### config.mk
export PLATFORM = sky130hd
export DESIGN_NAME = hatch_seq
export DESIGN_NICKNAME = d
export VERILOG_FILES = /design/src/rtl/hatch_pkg.sv /design/src/rtl/hatch_in_cond.sv /design/src/rtl/hatch_seq.sv
export SDC_FILE = /design/constraint.sdc
export NUM_CORES = 1
export LEC_CHECK = 0
export CORE_ASPECT_RATIO = 0.8
export CORE_MARGIN = 2
export CORE_UTILIZATION = 52
export DETAILED_ROUTE_END_ITERATION = 8
export PLACE_DENSITY = 0.74
export SYNTH_ARGS = -nofsm -noshare
export SYNTH_HDL_FRONTEND = slang
export SYNTH_HIERARCHICAL = 1
export SYNTH_SLANG_ARGS = --single-unit
### constraint.sdc
create_clock -name clk -period 1.7 [get_ports clk]
set_input_delay 0.34 -clock clk [delete_from_list [all_inputs] [get_ports clk]]
set_output_delay 0.34 -clock clk [all_outputs]
set_load 0.03 [all_outputs]
### src/rtl/hatch_pkg.sv
// Shared types and frame constants for the egg-hatch sequencer.
// Combinational helpers only; no latency and no backpressure.
package hatch_pkg;

  typedef enum logic [2:0] {
    IDLE,
    INCUBATE,
    PAUSE,
    HATCHED,
    FAILED
  } hatch_state_t;

  localparam logic [3:0] FRAME_EGG     = 4'd0;
  localparam logic [3:0] FRAME_HATCHED = 4'd9;
  localparam logic [3:0] FRAME_FAILED  = 4'd10;

  // Counter width able to hold 0..n-1; never narrower than one bit.
  function automatic int unsigned cnt_w(input int unsigned n);
    return (n > 1) ? $clog2(n) : 1;
  endfunction

endpackage

### src/rtl/hatch_in_cond.sv
// Input conditioner: 2-flop synchronizer, plus a stability debouncer when HATCH_DEBOUNCE_EN is defined.
// Latency: 2 cycles, or 2+DEB_CYC with the debouncer; no backpressure.
module hatch_in_cond #(
  parameter int unsigned DEB_CYC = 20
) (
  input  logic clk,
  input  logic rst,
  input  logic raw,
  output logic cond
);

  logic [1:0] sync;

  always_ff @(posedge clk or posedge rst) begin
    if (rst) begin
      sync <= 2'b00;
    end else begin
      sync <= {sync[0], raw};
    end
  end

`ifdef HATCH_DEBOUNCE_EN
  localparam int unsigned DW = $clog2(DEB_CYC + 1);

  logic [DW-1:0] deb_cnt;
  logic          deb_q;

  // The count only runs while the synchronized level disagrees with the held one,
  // so any return to the held level restarts the window.
  always_ff @(posedge clk or posedge rst) begin
    if (rst) begin
      deb_cnt <= '0;
      deb_q   <= 1'b0;
    end else if (sync[1] == deb_q) begin
      deb_cnt <= '0;
    end else if (deb_cnt == DW'(DEB_CYC - 1)) begin
      deb_cnt <= '0;
      deb_q   <= sync[1];
    end else begin
      deb_cnt <= deb_cnt + 1'b1;
    end
  end

  assign cond = deb_q;
`else
  assign cond = sync[1];
`endif

endmodule

### src/rtl/hatch_seq.sv
// Egg-hatch sequencer driving frame index and enables for the 8x8 display (debounce via HATCH_DEBOUNCE_EN).
// All outputs registered; inputs act on the 3rd edge after a change (+DEB_CYC with debounce); no backpressure.
module hatch_seq
  import hatch_pkg::*;
#(
  parameter int unsigned CLK_HZ     = 1000,
  parameter int unsigned FRAME_SEC  = 3,
  parameter int unsigned COLD_LIMIT = 5,
  parameter int unsigned LAST_FRAME = FRAME_HATCHED,
  parameter int unsigned FAIL_FRAME = FRAME_FAILED,
  parameter int unsigned DEB_CYC    = 20
) (
  input  logic       clk,
  input  logic       rst,
  input  logic       st_sw,
  input  logic       temp_in,
  output logic [3:0] num,
  output logic       st_out,
  output logic       temp_warn,
  output logic       done,
  output logic       fail
);

  localparam int unsigned SW = cnt_w(CLK_HZ);
  localparam int unsigned FW = cnt_w(FRAME_SEC);
  localparam int unsigned CW = cnt_w(COLD_LIMIT);
  localparam logic [3:0] LAST_NUM = 4'(LAST_FRAME);
  localparam logic [3:0] FAIL_NUM = 4'(FAIL_FRAME);

  logic st_s;
  logic tok_s;

  hatch_in_cond #(.DEB_CYC(DEB_CYC)) u_st_cond (
    .clk (clk),
    .rst (rst),
    .raw (st_sw),
    .cond(st_s)
  );

  hatch_in_cond #(.DEB_CYC(DEB_CYC)) u_tok_cond (
    .clk (clk),
    .rst (rst),
    .raw (temp_in),
    .cond(tok_s)
  );

  hatch_state_t  state, state_n;
  logic [SW-1:0] sec_cnt;
  logic [FW-1:0] frame_cnt, frame_n;
  logic [CW-1:0] cold_cnt, cold_n;
  logic [3:0]    num_n;
  logic          tick;

  assign tick = (sec_cnt == SW'(CLK_HZ - 1));

  always_comb begin
    state_n = state;
    frame_n = frame_cnt;
    cold_n  = cold_cnt;
    num_n   = num;
    if (!st_s) begin
      state_n = IDLE;
      frame_n = '0;
      cold_n  = '0;
      num_n   = FRAME_EGG;
    end else begin
      case (state)
        IDLE: begin
          state_n = INCUBATE;
          frame_n = '0;
          num_n   = FRAME_EGG;
        end
        INCUBATE: begin
          // A cold reading outranks a same-cycle tick: no advance on the way into PAUSE.
          if (!tok_s) begin
            state_n = PAUSE;
          end else if (tick) begin
            if (frame_cnt == FW'(FRAME_SEC - 1)) begin
              frame_n = '0;
              num_n   = num + 4'd1;
              if (num + 4'd1 == LAST_NUM) begin
                state_n = HATCHED;
              end
            end else begin
              frame_n = frame_cnt + 1'b1;
            end
          end
        end
        PAUSE: begin
          if (tok_s) begin
            state_n = INCUBATE;
            cold_n  = '0;
          end else if (tick) begin
            if (cold_cnt == CW'(COLD_LIMIT - 1)) begin
              state_n = FAILED;
              num_n   = FAIL_NUM;
              cold_n  = '0;
            end else begin
              cold_n = cold_cnt + 1'b1;
            end
          end
        end
        HATCHED: num_n = LAST_NUM;
        FAILED:  num_n = FAIL_NUM;
        default: state_n = IDLE;
      endcase
    end
  end

  always_ff @(posedge clk or posedge rst) begin
    if (rst) begin
      state     <= IDLE;
      sec_cnt   <= '0;
      frame_cnt <= '0;
      cold_cnt  <= '0;
      num       <= FRAME_EGG;
      st_out    <= 1'b0;
      temp_warn <= 1'b0;
      done      <= 1'b0;
      fail      <= 1'b0;
    end else begin
      state     <= state_n;
      frame_cnt <= frame_n;
      cold_cnt  <= cold_n;
      num       <= num_n;
      st_out    <= (state_n != IDLE);
      temp_warn <= (state_n == PAUSE);
      done      <= (state_n == HATCHED);
      fail      <= (state_n == FAILED);
      // Second timebase restarts from zero each time a run begins.
      if (state == IDLE || tick) begin
        sec_cnt <= '0;
      end else begin
        sec_cnt <= sec_cnt + 1'b1;
      end
    end
  end

endmodule

==> results of run 1 <==
final timing paths:
path                                            to  slack (ns)  cells past startpoint
max in group asynchronous                   num[2]        0.94                      3
worst min register to register   u_st_cond/sync[1]        0.36                      0
worst max register to register        frame_cnt[0]        0.03                      6
min in group clk                 u_st_cond/sync[1]        0.36                      0
worst max-delay path                  frame_cnt[0]        0.03                      6
worst min-delay path            u_tok_cond/sync[0]        0.27                      2
Yosys cell counts, types with 2 or more instances:
cell type / count / area [µm²]
dfrtp_1: 30 / 751
nor2_1: 25 / 93.8
nand2_1: 16 / 60.1
inv_1: 14 / 52.6
xnor2_1: 10 / 87.6
nand3_1: 8 / 40.0
a21oi_1: 7 / 35.0
clkbuf_1: 6 / 22.5
ha_1: 5 / 62.6
nand2b_1: 4 / 25.0
nor3_1: 4 / 20.0
o22ai_1: 4 / 25.0
nor2b_1: 3 / 18.8
o21a_1: 3 / 22.5
o21ai_0: 3 / 15.0
or3_1: 3 / 18.8
nand3b_1: 2 / 15.0
nand4_1: 2 / 12.5
nor3b_1: 2 / 15.0
nor4_1: 2 / 12.5
o2111ai_1: 2 / 17.5
or2_2: 2 / 12.5
power by group through the flow:
| stage | Clock [µW] | Combinational [µW] | Sequential, µW |
|---|---|---|---|
| after floorplan | 0 | 167 | 826 |
| after global placement | 0 | 300 | 798 |
| after detailed placement | 0 | 309 | 802 |
| after CTS | 722 | 306 | 789 |
| after global routing | 762 | 350 | 794 |
| final | 705 | 320 | 788 |
routing by layer:
layer | global-route usage (%) | wire (µm) | part of all wire [%] | up-vias
li1 | - | - | - | 677
met1 | 29.9 | 1660 | 44 | 688
met2 | 41.3 | 1910 | 50 | 43
met3 | 7.53 | 168 | 4.4 | 4
met4 | 8.50 | 53 | 1.4 | 0
met5 | 0 | 0 | 0 | -
worst max-delay path, cell delays in order (launching register included):
cell      delay (ns)
dfrtp_1         0.36
ha_2            0.21
nand4b_1        0.15
or4_4           0.47
a21oi_2         0.14
nor2b_1         0.05
o21a_1          0.18
stage by stage:
step / setup slack, ns / power [µW] / util [%]
floorplan: 0.00254 / 993 / -
global route: -0.0703 / 1910 / 68.1
CTS: -0.0490 / 1820 / 66.1
finish: 0.0272 / 1810 / 68.1
global placement: 0.0278 / 1100 / 61.7
detailed placement: -0.0842 / 1110 / 61.7
layout make-up:
cell class / count / area [µm²] / area share, %
clock buffers: 5 / 68.8 / 3.33
multi-input cells: 127 / 867 / 41.9
flip-flops and latches: 30 / 751 / 36.3
inverters: 14 / 52.6 / 2.54
clock inverters: 3 / 40.0 / 1.93
repair buffers: 29 / 240 / 11.6
well taps: 40 / 50.0 / 2.42
kinds of logic (layout without fill, tap and decap cells):
logic type / count (synthesis) / count (layout) / share of synthesized area (%)
buffers and inverters: 22 / 51 / 5.25
and+or+nand+nor: 80 / 80 / 25.3
AOI/OAI and AO/OA: 31 / 31 / 13.3
xor gates and xnor gates: 10 / 10 / 5.41
adders and majority gates: 5 / 5 / 3.86
muxes: 1 / 1 / 0.618
DFF: 30 / 30 / 46.3
sequential cells by signal (all words and copies together), names as in the netlist:
signal / flops
frame_cnt: 2
fail: 1
u_tok_cond/sync: 2
num: 4
temp_warn: 1
u_st_cond/sync: 2
sec_cnt: 10
cold_cnt: 3
st_out: 1
state: 3
done: 1
timing repair:
item                                    in CTS  in global routing
gates resized for setup                      9                 12
pin swaps                                    5                  5
setup buffers                                1                  0
endpoints found under the setup margin       9                 14
==> Flow_metrics.wiki, run 1 <==
{| class="wikitable"
! Metric !! Value
|-
| Outcome || finished, final reports clean
|-
| Cts hold-fix bufs || 0
|-
| Post-Synthesis Cell Area || about 0.0016 mm²
|-
| Post-route ant nets || 0
|-
| Global-route wire length before repair || 6280 µm
|-
| Switching share of power || a little over a quarter
|-
| Placement Cell Area || 0.00188 mm²
|-
| Maximum clock rate || roughly 600 MHz
|-
| Initial antenna violation count || 0
|-
| Unrepaired setup endpoints after global routing || yes
|-
| Wirelength per Cell || about 15 µm
|-
| Site row count || 18
|-
| Yosys warns || 6
|-
| Proportion of power drawn by flip-flops and latches || between 40 and 50%
|-
| Number of register bits inferred by synthesis || 30
|-
| Share of cells above drive strength 1 || between 20% and 30%
|-
| Path type of the worst setup path || reg2reg
|-
| Fraction of power consumed by combinational cells || between 10% and 20%
|-
| Clk pwr share || 38.9%
|-
| Final hold violation count || 0
|-
| Routability Congestion || approximately 0.81
|-
| Number of H-tree levels || 2
|-
| Area added between synthesis and finish || 27.7%
|-
| Worst hold path class || in2async
|-
| Grt total ovfl || 0
|-
| Worst Clk Skew || between 0.006 and 0.007 ns
|-
| Hold_ws || approximately 0.27 ns
|-
| Post-DR vias/cell || approximately 5.7
|-
| Synthesized instance count || between 150 and 200
|-
| Total negative setup slack || 0 ns
|-
| Estimated wirelength of the detail-placed design || between 2000 and 3000 µm
|-
| Number of flops mapped to enable cells by yosys || 0
|-
| Total DRC errors in the routed layout || 0
|-
| Count of different cell masters after synthesis || 44
|-
| Clock transition at the register clock pins on the worst setup and hold paths after CTS || 0.07 ns
|-
| Post-route cell area || 0.00207 mm²
|-
| Initial core utilization || about 53%
|-
| Clk_lat worst skew || roughly 0.29 ns
|-
| Post-Syn Area per Cell || 9.05 µm²
|-
| Final period demand of the worst path || about 1.7 ns
|-
| Iter 0 DRT Violations || 80
|-
| Crit path arrival time || between 1.5 and 2 ns
|-
| Die area || 0.00358 mm²
|-
| Max capacitance violation total || 0
|-
| Height of the die || ~54 µm
|-
| Leakage power || just over 0.0009 µW
|-
| Data required time of the critical path || between 1.5 and 2 ns
|-
| Cell Int Power || between 1000 and 1500 µW
|-
| Share of the clock period used by the worst path || 98.4%
|-
| Worst reg2reg path startpoint || sec_cnt[0]
|-
| Routed vias || about 1,400
|-
| Most used DFF post-synth || dfrtp_1
|-
| Share of the yosys chip area belonging to registers || roughly 46%
|-
| Clock sink total || 30
|-
| Largest driver fanout on the critical path || 3
|-
| Launching instance or port of the critical path || sec_cnt[0]
|-
| Io pins || 12
|-
| Number of inserted diodes || 0
|-
| Final count of negative-setup-slack endpoints || 0
|-
| Final std cells w/o fill || between 200 and 250
|-
| Pin count of the biggest net entering global routing || 27
|-
| Cell at the root of the clock tree || clkbuf_8
|-
| Worst-margin pin slew || approximately 0.4 ns
|-
| CTS tree || built
|-
| Nets in the synthesized netlist || about 190
|-
| Number of optimization iterations in the first detailed-route pass || 4
|-
| Total of fill cells in the finished design || between 200 and 250
|-
| Highest ir drop seen on vdd || 0.000714 V
|-
| Top library cells by usage in the layout, fill and taps aside || 30 x dfrtp_1, 24 x nor2_1, 18 x buf_4
|-
| Max-slew headroom at the worst pin || between 70% and 80%
|-
| Slew Limit Fails || 0
|-
| PD cells || 876 mW/mm²
|-
| Number of placed instances, taps included || 239
|-
| Startpoint type of the worst setup path || flop
|-
| Final nets || around 220
|-
| Detailed-route wire length || between 3000 and 4000 µm
|-
| Most frequent standard cell in the layout excluding fill and tap cells || dfrtp_1
|-
| # port buffers || 11
|-
| GRT Util Overall || between 20% and 30%
|-
| FFs w/ async S/R, synth || 100%
|-
| Via count of the first global-routing pass || ~1,400
|-
| TritonCTS buffer count || 5
|-
| Net Sw Power || a little under 500 µW
|-
| Maximum number of buffers from clock root to sink || 2
|-
| Die X-Extent || roughly 66 µm
|-
| Core area || 0.00304 mm²
|-
| Kind of end point of the critical path || flop
|}
No activity file was read; power rests on OpenSTA's default activity.
==> run 2, diff against run 1 <==
--- a/config.mk
+++ b/config.mk
@@ -7,10 +7,9 @@
 export LEC_CHECK = 0
 export CORE_ASPECT_RATIO = 0.8
 export CORE_MARGIN = 2
-export CORE_UTILIZATION = 52
+export CORE_UTILIZATION = 51
 export DETAILED_ROUTE_END_ITERATION = 8
-export PLACE_DENSITY = 0.74
+export PLACE_DENSITY = 0.72
 export SYNTH_ARGS = -nofsm -noshare
 export SYNTH_HDL_FRONTEND = slang
-export SYNTH_HIERARCHICAL = 1
 export SYNTH_SLANG_ARGS = --single-unit
==> run 2 against run 1 <==
Effect of this change: the flow now finishes with violations (negative setup slack); sequential power fell by 1%; via count fell by 9.0%; critical path depth unchanged; combinational power shrank 23%; first-iteration DRC count decreased by 20%; register-to-register slack got worse by 0.11 ns; non-clock buffer count is 6 higher; critical path type unchanged.
==> Flow_metrics.wiki, run 2 <==
{| class="wikitable"
! Metric !! Value
|-
| Synth area leaders || dfrtp_1 48%, nor2_1 5.7%, ha_1 4.0%, xnor2_1 3.9%, inv_1 2.6%
|-
| Path type of the worst setup path || reg2reg
|-
| Startpoint type of the worst setup path || flop
|-
| Final count of negative-setup-slack endpoints || 1 (+1)
|-
| Die X-Extent || 66.2 µm (-0.34%)
|-
| Maximum cell stage delay along the critical path || 0.39 ns (-0.08 ns)
|-
| Count of different cell masters after synthesis || 44 (unchanged)
|-
| Capture endpoint of the worst hold path || u_st_cond.sync[1]
|-
| Io pins || 12 (unchanged)
|-
| Finished Core Util || 69.7% (+1.7 points)
|-
| Worst hold path class || reg2reg
|-
| Violations in the final reports || negative setup slack
|-
| # port buffers || 11 (unchanged)
|-
| Share of the clock period used by the worst path || 105% (+6.7 points)
|-
| Kind of end point of the critical path || flop
|-
| Max reg flops || 10 (unchanged)
|-
| Final hold violation count || 0 (unchanged)
|-
| Regs by FF count || sec_cnt x10, num x4
|-
| Pin count of the biggest net entering global routing || 31 (+15%)
|-
| Top reg by flops || sec_cnt
|-
| Max capacitance violation total || 0 (unchanged)
|-
| TritonCTS buffer count || 5 (unchanged)
|-
| Clock transition at the register clock pins on the worst setup and hold paths after CTS || 0.07 ns (about the same)
|-
| Final nets || 203 (-6.0%)
|-
| Post-Syn Area per Cell || 10.0 µm² (+11%)
|-
| Cell with the most instances after synthesis || dfrtp_1
|-
| Post-route ant nets || 0 (unchanged)
|-
| Via count of the first global-routing pass || 1,259 (-9.3%)
|-
| Share of cells above drive strength 1 || 27.7% (+5.6 points)
|-
| Routability Congestion || 0.825 (+1.5%)
|-
| Iter 0 DRT Violations || 64 (-20%)
|-
| Leakage power || 0.000992 µW (+9.6%)
|-
| GR Layer Usage met1 || 26.6% (-3.4 points)
|-
| Final period demand of the worst path || 1.79 ns (+0.114 ns)
|-
| Area leader, netlist || dfrtp_1
|-
| Site row count || 18 (unchanged)
|-
| Number of register bits inferred by synthesis || 30 (unchanged)
|-
| Total DRC errors in the routed layout || 0 (unchanged)
|-
| Nets in the synthesized netlist || 166 (-12%)
|-
| Share of the synthesized area in the top cell type || 47.6% (+1.2 points)
|-
| Cells on worst reg2reg path || 6 (unchanged)
|-
| Commonest cells in the netlist || 30 x dfrtp_1, 24 x nor2_1, 11 x inv_1, 11 x nand2_1, 8 x nand3_1
|-
| Cell chain of the critical path || ha_4 > nand2_4 > nor4_4 > a31oi_1 > nor2_1 > mux2_1
|-
| Max-slew headroom at the worst pin || 74.9% (+1.5 points)
|-
| Most used DFF post-synth || dfrtp_1
|-
| Die area || 0.00356 mm² (-0.66%)
|-
| Met2 demand-to-capacity share in global routing || 33.8% (-7.5 points)
|-
| Post-DR vias/cell || 5.47 (-4.0%)
|-
| Post-route cell area || 0.00210 mm² (+1.7%)
|-
| Most frequent standard cell in the layout excluding fill and tap cells || dfrtp_1
|-
| GRT Util Overall || 21.1% (-3.4 points)
|-
| Data required time of the critical path || 1.86 ns (about the same)
|-
| Crit path buffers/inverters || 0 (unchanged)
|-
| Estimated wirelength of the detail-placed design || 2380 µm (-9.1%)
|-
| Routed vias || 1,285 (-9.0%)
|-
| Number of inserted diodes || 0 (unchanged)
|-
| Top library cells by usage in the layout, fill and taps aside || 27 x dfrtp_1, 24 x nor2_1, 24 x buf_4
|-
| Slowest cell on crit path || dfrtp_1
|-
| Number of optimization iterations in the first detailed-route pass || 4 (unchanged)
|-
| FFs w/ async S/R, synth || 100% (unchanged)
|-
| PD cells || 912 mW/mm² (+4.1%)
|-
| Maximum number of buffers from clock root to sink || 2 (unchanged)
|-
| Reg2reg setup slack || -0.09 ns (-0.11 ns)
|-
| Height of the die || 53.8 µm (-0.32%)
|-
| Overall power || 1920 µW (+5.9%)
|-
| Largest driver fanout on the critical path || 4 (+1)
|-
| Share of the yosys chip area belonging to registers || 47.6% (+1.2 points)
|-
| Placement Cell Area || 0.00188 mm² (+0.13%)
|-
| R2R Path End || num[3]
|-
| Number of flops mapped to enable cells by yosys || 0 (unchanged)
|-
| CTS tree || built
|-
| Unrepaired setup endpoints after global routing || yes
|-
| Hold path startpoint || u_st_cond.sync[0]
|-
| Global-route wire length before repair || 5480 µm (-13%)
|-
| Post-Synthesis Cell Area || 0.00158 mm² (-2.6%)
|-
| Cell at the root of the clock tree || clkbuf_8
|-
| Worst Hold Path Cells || 0
|-
| Top Usage Layer GRT || met2
|-
| Top Family by Delay on Critical Path || simple AND/OR/NAND/NOR gates
|-
| Clock sink total || 30 (unchanged)
|-
| Final worst-path setup slack || -0.0864 ns (-0.114 ns)
|-
| Worst Clk Skew || 0.00656 ns (+0.000204 ns)
|-
| Yosys warns || 0 (-6)
|-
| Initial antenna violation count || 0 (unchanged)
|-
| Number of H-tree levels || 2 (unchanged)
|-
| Total of fill cells in the finished design || 223 (-1.3%)
|-
| Initial core utilization || 52.3% (-1.0 points)
|-
| Slew Limit Fails || 0 (unchanged)
|-
| Crit path arrival time || 1.95 ns (+0.10 ns)
|-
| Maximum clock rate || 560 MHz (-6.4%)
|-
| Highest ir drop seen on vdd || 0.000662 V (-7.3%)
|-
| Wirelength per Cell || 14.7 µm (-4.1%)
|-
| Detailed-route wire length || 3450 µm (-9.1%)
|-
| Grt total ovfl || 0 (unchanged)
|-
| Core area || 0.00302 mm² (-0.74%)
|-
| Outcome || finished with violations
|-
| Met3 routing resource usage after global routing || 6.07% (-1.5 points)
|-
| Worst reg2reg path startpoint || sec_cnt[1]
|-
| Worst-margin pin slew || 0.376 ns (-0.0200 ns)
|-
| Area added between synthesis and finish || 33.4%
|-
| Clk_lat worst skew || 0.28 ns (about the same)
|-
| Synthesized instance count || 157 (-12%)
|}
-- run 2: logic make-up after synthesis --
logic type | share of synthesized area (%)
buffers and inverters | 4.04
AND/OR/NAND/NOR | 26.4
multiplexers | 2.06
flip-flops | 47.6
adder cells (fa/ha/maj) | 3.97
AO/OA/AOI/OAI | 9.83
XOR/XNOR | 6.11
-- run 2: power breakdown --
group / switching, µW / internal [µW] / leakage [µW] / total [µW]
clock network: 269 / 625 / 0.0000714 / 894
logic: 130 / 116 / 0.000523 / 246
registers: 35.5 / 744 / 0.000397 / 780
-- run 2: how the worst max path moves through the flow --
stage	slack, ns	start	end	cells past startpoint
floorplan	0.01	sec_cnt[0]	num[3]	6
global placement	0.03	sec_cnt[0]	cold_cnt[2]	6
detailed placement	-0.03	sec_cnt[0]	num[3]	6
CTS	-0.001	sec_cnt[1]	num[3]	6
global route	-0.17	sec_cnt[3]	num[3]	5
finish	-0.09	sec_cnt[1]	num[3]	6
-- run 2: stage by stage --
stage | hold slack, ns | TNS [ns] | worst slack [ns] | cells
2_1_floorplan | 0.331 | 0 | 0.0128 | 157
3_3_place_gp | 0.334 | 0 | 0.0338 | 224
3_5_place_dp | 0.345 | -0.0629 | -0.0328 | 224
4_1_cts | 0.359 | -0.00126 | -0.00126 | 234
5_1_grt | 0.371 | -0.313 | -0.170 | 235
6_report | 0.352 | -0.0864 | -0.0864 | 235
-- run 2: cell type report --
type                       count  area, µm²  share of cell area, %
inverter                      11       41.3                   1.96
clock inverter                 2       60.1                   2.85
tap                           40       50.0                   2.38
clock buffer                   6       82.6                   3.92
sequential                    30        754                   35.9
timing repair buffer          35        293                   13.9
multi-input combinational    111        823                   39.1
-- run 2: routing by layer --
| layer | vias up | share of wire, % | wire length (µm) |
|---|---|---|---|
| met2 | 37 | 51 | 1760 |
| li1 | 611 | - | - |
| met4 | 0 | 3.0 | 104 |
| met5 | - | 0 | 0 |
| met3 | 12 | 4.7 | 162 |
| met1 | 625 | 41 | 1420 |
-- run 2: repair_timing --
| action | in CTS | in global routing |
|---|---|---|
| resized for setup | 6 | 12 |
| endpoints found under the setup margin | 4 | 10 |
| pin swaps | 2 | 4 |
| buffers inserted | 2 | 1 |
| hold buffers | 0 | 0 |
| gates cloned | 0 | 0 |
==> run 3, diff against run 2 <==
--- a/config.mk
+++ b/config.mk
@@ -10,6 +10,7 @@
 export CORE_UTILIZATION = 51
 export DETAILED_ROUTE_END_ITERATION = 8
 export PLACE_DENSITY = 0.72
+export SLEW_MARGIN = 20
 export SYNTH_ARGS = -nofsm -noshare
 export SYNTH_HDL_FRONTEND = slang
 export SYNTH_SLANG_ARGS = --single-unit
==> results of run 3 <==
The final DEF is identical to that of run 2; final timing and power are the same.
